### src/rtl/rtc_pps_gen.sv
// rtc_pps_gen: 1PPS and one-shot target trigger generator driven by the RTC PTP time.
// Time is registered twice so that consecutive samples can be compared; a seconds
// increment of exactly one makes a PPS pulse, any other seconds change (or a
// backward nanosecond step) is flagged as a time jump instead. A small target
// FSM compares the current time against a latched 80-bit target and fires a
// stretched trigger pulse when it is reached.
module rtc_pps_gen #(
    parameter int unsigned PPS_WIDTH_CYC  = 16,
    parameter int unsigned TRIG_WIDTH_CYC = 4
) (
    input  logic        clk,
    input  logic        rst,
    input  logic [31:0] time_ptp_ns,
    input  logic [47:0] time_ptp_sec,
    input  logic        pps_en,
    input  logic        tgt_ld,
    input  logic [47:0] tgt_sec,
    input  logic [31:0] tgt_ns,
    input  logic        tgt_cancel,
    output logic        pps_out,
    output logic [31:0] pps_cnt,
    output logic        time_jump,
    output logic        tgt_armed,
    output logic        tgt_fire,
    output logic        tgt_late,
    output logic        trig_out
);

    localparam logic [15:0] PPS_RELOAD  = 16'(PPS_WIDTH_CYC - 1);
    localparam logic [15:0] TRIG_RELOAD = 16'(TRIG_WIDTH_CYC - 1);

    typedef enum logic [1:0] {
        ST_IDLE  = 2'd0,
        ST_CHECK = 2'd1,
        ST_ARMED = 2'd2
    } state_t;

    // Input pipeline: newest sample, previous sample, and a fill indicator.
    logic [79:0] time_q_r;
    logic [79:0] time_qq_r;
    logic [1:0]  valid_r;

    // Pulse stretchers and target state.
    logic [15:0] pps_wcnt_r;
    logic [15:0] trig_wcnt_r;
    state_t      state_r;
    logic [79:0] tgt_r;

    // Decoded comparison results.
    logic        cmp_en_s;
    logic [47:0] sec_q_s;
    logic [47:0] sec_qq_s;
    logic [31:0] ns_q_s;
    logic [31:0] ns_qq_s;
    logic [47:0] sec_next_s;
    logic        is_roll_s;
    logic        rollover_s;
    logic        pps_start_s;
    logic        jump_s;
    logic        now_ge_tgt_s;
    logic        fire_s;

    assign cmp_en_s     = (valid_r == 2'b11);
    assign sec_q_s      = time_q_r[79:32];
    assign ns_q_s       = time_q_r[31:0];
    assign sec_qq_s     = time_qq_r[79:32];
    assign ns_qq_s      = time_qq_r[31:0];
    assign sec_next_s   = sec_qq_s + 48'd1;
    assign is_roll_s    = (sec_q_s == sec_next_s);
    assign rollover_s   = cmp_en_s & is_roll_s;
    assign pps_start_s  = rollover_s & pps_en;
    // A seconds change other than +1, or ns going backwards within the same second.
    assign jump_s       = cmp_en_s & ((sec_q_s != sec_qq_s) ? ~is_roll_s : (ns_q_s < ns_qq_s));
    assign now_ge_tgt_s = (time_q_r >= tgt_r);

    // Fire decision: a new load or a cancel in the same cycle takes precedence over firing.
    always_comb begin
        fire_s = 1'b0;
        if (((state_r == ST_CHECK) || (state_r == ST_ARMED)) && !tgt_ld && !tgt_cancel &&
            cmp_en_s && now_ge_tgt_s) begin
            fire_s = 1'b1;
        end else begin
            fire_s = 1'b0;
        end
    end

    // Input stage: two-deep time history plus fill tracking after reset.
    always_ff @(posedge clk or negedge rst) begin
        if (!rst) begin
            time_q_r  <= 80'd0;
            time_qq_r <= 80'd0;
            valid_r   <= 2'b00;
        end else begin
            time_q_r  <= {time_ptp_sec, time_ptp_ns};
            time_qq_r <= time_q_r;
            valid_r   <= {valid_r[0], 1'b1};
        end
    end

    // PPS pulse: start or reload on an enabled rollover, otherwise count the width down.
    always_ff @(posedge clk or negedge rst) begin
        if (!rst) begin
            pps_out    <= 1'b0;
            pps_wcnt_r <= 16'd0;
            pps_cnt    <= 32'd0;
        end else if (pps_start_s) begin
            pps_out    <= 1'b1;
            pps_wcnt_r <= PPS_RELOAD;
            pps_cnt    <= pps_cnt + 32'd1;
        end else if (pps_out) begin
            if (pps_wcnt_r == 16'd0) begin
                pps_out <= 1'b0;
            end else begin
                pps_wcnt_r <= pps_wcnt_r - 16'd1;
            end
        end
    end

    // Time jump flag: single-cycle indication of a discontinuous time change.
    always_ff @(posedge clk or negedge rst) begin
        if (!rst) begin
            time_jump <= 1'b0;
        end else begin
            time_jump <= jump_s;
        end
    end

    // Target FSM: latch/arm, first-cycle late check, wait for the target, cancel.
    always_ff @(posedge clk or negedge rst) begin
        if (!rst) begin
            state_r   <= ST_IDLE;
            tgt_r     <= 80'd0;
            tgt_armed <= 1'b0;
            tgt_fire  <= 1'b0;
            tgt_late  <= 1'b0;
        end else begin
            tgt_fire <= 1'b0;
            case (state_r)
                ST_IDLE: begin
                    if (tgt_ld) begin
                        tgt_r     <= {tgt_sec, tgt_ns};
                        tgt_late  <= 1'b0;
                        tgt_armed <= 1'b1;
                        state_r   <= ST_CHECK;
                    end
                end
                ST_CHECK, ST_ARMED: begin
                    if (tgt_ld) begin
                        tgt_r     <= {tgt_sec, tgt_ns};
                        tgt_late  <= 1'b0;
                        tgt_armed <= 1'b1;
                        state_r   <= ST_CHECK;
                    end else if (tgt_cancel) begin
                        tgt_armed <= 1'b0;
                        state_r   <= ST_IDLE;
                    end else if (fire_s) begin
                        tgt_fire  <= 1'b1;
                        tgt_armed <= 1'b0;
                        state_r   <= ST_IDLE;
                        // Only a target already passed at arm time counts as late.
                        if (state_r == ST_CHECK) begin
                            tgt_late <= 1'b1;
                        end
                    end else if (cmp_en_s) begin
                        state_r <= ST_ARMED;
                    end
                end
                default: begin
                    tgt_armed <= 1'b0;
                    state_r   <= ST_IDLE;
                end
            endcase
        end
    end

    // Trigger pulse: start or reload on fire, otherwise count the width down.
    always_ff @(posedge clk or negedge rst) begin
        if (!rst) begin
            trig_out    <= 1'b0;
            trig_wcnt_r <= 16'd0;
        end else if (fire_s) begin
            trig_out    <= 1'b1;
            trig_wcnt_r <= TRIG_RELOAD;
        end else if (trig_out) begin
            if (trig_wcnt_r == 16'd0) begin
                trig_out <= 1'b0;
            end else begin
                trig_wcnt_r <= trig_wcnt_r - 16'd1;
            end
        end
    end

endmodule

### config.mk
export PLATFORM = sky130hd
export DESIGN_NAME = rtc_pps_gen
export DESIGN_NICKNAME = d
export VERILOG_FILES = /design/src/rtl/rtc_pps_gen.sv
export SDC_FILE = /design/constraint.sdc
export NUM_CORES = 1
export LEC_CHECK = 0
export ABC_CLOCK_PERIOD_IN_PS = 3700
export CAP_MARGIN = 20
export CELL_PAD_IN_SITES_DETAIL_PLACEMENT = 1
export CELL_PAD_IN_SITES_GLOBAL_PLACEMENT = 2
export CORE_MARGIN = 3
export CORE_UTILIZATION = 36
export CTS_CLUSTER_SIZE = 10
export DETAILED_ROUTE_END_ITERATION = 8
export PLACE_DENSITY = 0.81
export SETUP_SLACK_MARGIN = 0.15
export SLEW_MARGIN = 25
export SYNTH_ARGS = -nofsm -noshare
export SYNTH_HDL_FRONTEND = slang
export SYNTH_SLANG_ARGS = --single-unit
### constraint.sdc
create_clock -name clk -period 3.7 [get_ports clk]
set_input_delay 0.74 -clock clk [delete_from_list [all_inputs] [get_ports clk]]
set_output_delay 0.74 -clock clk [all_outputs]
set_load 0.02 [all_outputs]
==> reports/qor.log <==
INFO  run_status     outcome=completed
INFO  clocking       clock_tree.htree_level_count=2
INFO  routing        drt_first_iter_violations=488
INFO  synthesis      synth_nets=1,700
INFO  die            fp.coreArea=41,100squm
INFO  power_and_ir_drop power_density=447nW/um^2
INFO  synthesis      proportion_of_synthesized_chip_area_in_sequential_cells=0.521
INFO  global_route   grt_use_met1=0.239
INFO  die            io_pins=203
INFO  routing        num_vias=11,300
INFO  synthesis      synthArstFlopShare=1.00
INFO  clocking       cts_inserted_buffers=39
INFO  setup_path     crit_path_end_kind=register
INFO  clocking       tritoncts=built
INFO  synthesis      synth-seq-cells=314
INFO  placement      portbufs=202
INFO  timing         grt_setup_unrepaired=false
INFO  synthesis      syn_area=15,100squm
INFO  synthesis      synth_cell_type_count=71
INFO  timing         fin_hold_ws=164ps
INFO  finish         flow.area_growth_from_synthesis=29.1%
INFO  placement      placedInstanceArea=17,900squm
INFO  synthesis      ys_warn_count=0
INFO  die            die_area=44,400squm
INFO  routing        drt_pre_antenna_iters=4
INFO  timing         clock.fmax=288MHz
INFO  global_route   pin_count_of_the_biggest_net_entering_global_routing=78
INFO  clocking       clock_tree.buffer_depth=3
INFO  power_and_ir_drop total_leakage_power=0.00896uW
INFO  finish         finish.net_count=1,953
INFO  placement      hpwlAfterDp=31.0mm
INFO  setup_path     critical_path_s_slowest_cell=sky130_fd_sc_hd__or4_4
INFO  clocking       clk_transition_reported_paths=60ps
INFO  timing         finClkSkew=21.8ps
INFO  job            max_cap_viol_count=0
INFO  routing        drt_wl_total=41.8mm
INFO  worst_hold_path holdCritPathClass=in -> async
INFO  synthesis      synth-main-ff-cell=sky130_fd_sc_hd__dfrtp_1
INFO  clocking       clk_latency=560ps
INFO  finish         post_layout_nonfiller_instances=2,218
INFO  setup_path     worstSetupPathType=reg -> reg
INFO  synthesis      post_synth.cell_area_avg=10.6squm
INFO  finish         final_core_util=0.474
INFO  finish         share_of_cells_above_drive_strength_1=0.0950
INFO  die            die_h=211um
INFO  timing         finalSetupViolCount=0
INFO  timing         final.period_utilization=0.940
INFO  synthesis      synth_edf_count=0
INFO  clocking       cts.hold.buffers_added=0
INFO  setup_path     cp_common_cell=sky130_fd_sc_hd__or4_4
INFO  timing         final_period_minus_worst_setup_slack=3480ps
INFO  setup_path     worstPathArrival=3950ps
INFO  timing         slew_violations=0
INFO  global_route   grt_use_met3=0.0400
INFO  setup_path     crit_chain=nand3_4, or4_4, nor4b_4, xnor2_2, a2111oi_4, o2111ai_2, or4_4, clkbuf_16, nor4_2, xor2_1
INFO  timing         timing.slew.headroom=0.455
INFO  routing        detail-route-antenna-nets=0
INFO  power_and_ir_drop worst_ir_drop_vdd=330uV
INFO  timing         hold_viol_final=0
INFO  finish         final_cell_area=19,500squm
INFO  global_route   number_of_antenna_violations_at_the_first_check_in_global_routing=8
INFO  routing        post_drt_wl_per_cell=18.8um
INFO  timing         worst_slew_pin_slew=815ps
INFO  setup_path     startpoint_type=register
INFO  setup_path     path_max_fanout=7
INFO  global_route   grt_util_met2=0.328
INFO  global_route   gr-total-overflow=0
INFO  setup_path     critical_path.max_stage_delay=630ps
INFO  global_route   grt_pass1_wl=66.8mm
INFO  clocking       clock_root_buffer_master=sky130_fd_sc_hd__clkbuf_16
INFO  global_route   number_of_global_route_vias_before_repair=12,400
INFO  die            floorplan.die.width=211um
INFO  global_route   gr-usage-all-layers=0.188
INFO  routing        routed_via_density=5.10
INFO  routing        drcViolationCount=0
INFO  placement      routabilityCongestion=0.885
INFO  synthesis      post_synth_inst_count=1,417
INFO  die            std_cell_rows=74
INFO  global_route   gr-max-usage-layer=met2
INFO  placement      numPlacedInstances=2,145
INFO  clocking       tritoncts_num_sinks=314
INFO  die            initial_standard_cell_utilization_of_the_core=0.367
INFO  setup_path     worst_ep_required_time=4180ps
## placed cells by master, fill, tap and decap left out, drive strengths merged, types with 5 or more instances in the layout
cell type      netlist  final
nand3               46     46
nand2b              11     11
xnor2               56     56
and3                15     15
or3                  8      8
o31ai                5      5
a21oi               34     34
nor3b                5      5
clkdlybuf4s50        0    201
dfrtp              314    314
nor4                32     32
and2                 5      5
or4                 13     13
nand2              134    134
a211oi               6      6
buf                 11     43
xor2                72     72
inv                136    137
ha                 118    118
o21ai              102    102
nor2                67     67
o211ai               5      5
clkbuf              23     53
nor3                35     35
a21o                52     52
nand4               43     43
nor2b                6      6
## cells in the mapped netlist, types with 5 or more instances
cell,n,area share
sky130_fd_sc_hd__a211oi_1,6,0.0030
sky130_fd_sc_hd__a21o_1,52,0.026
sky130_fd_sc_hd__a21oi_1,34,0.011
sky130_fd_sc_hd__and3_1,15,0.0062
sky130_fd_sc_hd__buf_2,5,0.0017
sky130_fd_sc_hd__clkbuf_1,23,0.0057
sky130_fd_sc_hd__dfrtp_1,314,0.52
sky130_fd_sc_hd__ha_1,118,0.098
sky130_fd_sc_hd__inv_1,136,0.034
sky130_fd_sc_hd__nand2_1,134,0.033
sky130_fd_sc_hd__nand2b_1,11,0.0046
sky130_fd_sc_hd__nand3_1,46,0.015
sky130_fd_sc_hd__nand4_1,41,0.017
sky130_fd_sc_hd__nor2_1,66,0.016
sky130_fd_sc_hd__nor2b_1,6,0.0025
sky130_fd_sc_hd__nor3_1,29,0.0096
sky130_fd_sc_hd__nor3_2,6,0.0040
sky130_fd_sc_hd__nor3b_1,5,0.0025
sky130_fd_sc_hd__nor4_1,20,0.0083
sky130_fd_sc_hd__nor4_2,9,0.0075
sky130_fd_sc_hd__o211ai_1,5,0.0025
sky130_fd_sc_hd__o21ai_0,101,0.033
sky130_fd_sc_hd__o31ai_1,5,0.0025
sky130_fd_sc_hd__or3_1,8,0.0033
sky130_fd_sc_hd__or4_1,11,0.0055
sky130_fd_sc_hd__xnor2_1,56,0.033
sky130_fd_sc_hd__xor2_1,72,0.042
## layout make-up
cell class | count | area [sq um]
tap | 532 | 666
sequential | 314 | 7870
multi-input combinational | 933 | 6800
timing repair buffer | 246 | 2480
clock inverter | 5 | 65.1
antenna | 1 | 2.50
fill | 4487 | 21600
inverter | 136 | 510
clock buffer | 51 | 1090
## registers in the layout (all words and copies together), names as in the netlist
signal	count
pps_wcnt_r	16
tgt_r	80
valid_r	2
trig_wcnt_r	16
tgt_late	1
pps_cnt	32
state_r	2
time_qq_r	80
tgt_armed	1
pps_out	1
tgt_fire	1
time_jump	1
trig_out	1
time_q_r	80
## power breakdown
group          switching (uW)  internal (uW)  leakage (uW)  total (uW)
Combinational             638            590       0.00465        1230
Sequential                215           3710       0.00374        3920
Clock                    1430           2120      0.000569        3550
Total                    2280           6420       0.00896        8700
## cells by family after synthesis
group	after synthesis	share of synthesized area
compound gates	243	0.101
xor+xnor	128	0.0743
fa+ha+maj	118	0.0978
buf+inv	170	0.0447
flops	314	0.521
mux	7	0.00489
other cells	1	0.000248
simple gates	436	0.156
## worst max-delay path: cells and delay by family (launching register included)
kind | cells | cell delay, ps
XOR/XNOR | 2 | 300
AND/OR/NAND/NOR | 5 | 2070
flip-flops | 1 | 440
buffers and inverters | 1 | 220
AO/OA/AOI/OAI | 2 | 390
## repair_timing
item	4_1_cts	5_1_grt
hold endpoints to repair	0	0
pin swaps	3	13
setup endpoints to repair	26	44
gates resized for setup	9	39
setup buffers	4	10
cloned	0	2
## stage by stage
stage	worst slack (ps)	total power [uW]	setup TNS, ps
finish	223	8700	0
global route	84.2	9180	0
CTS	155	8830	0
floorplan	292	4640	0
detailed placement	-41.2	5210	-69.1
global placement	108	5150	0
## worst paths after layout
kind	start	to	slack, ps	cells past startpoint
min in group clk	time_q_r[0]$_DFF_PN0_	time_qq_r[0]$_DFF_PN0_	400	0
max reg2reg	time_qq_r[45]$_DFF_PN0_	pps_cnt[18]$_DFFE_PN0N_	220	10
min	rst	time_q_r[52]$_DFF_PN0_	160	1
min reg2reg	time_q_r[0]$_DFF_PN0_	time_qq_r[0]$_DFF_PN0_	400	0
max	time_qq_r[45]$_DFF_PN0_	pps_cnt[18]$_DFFE_PN0N_	220	10
max in group asynchronous	rst	time_q_r[20]$_DFF_PN0_	2680	2
## routing by layer
layer,routed length (um),share of wire,up-vias
li1,-,-,5392
met1,18100,0.43,5642
met2,20900,0.50,189
met3,1940,0.046,70
met4,803,0.019,14
met5,85,0.0020,-
Power figures use the tool's default switching activity.
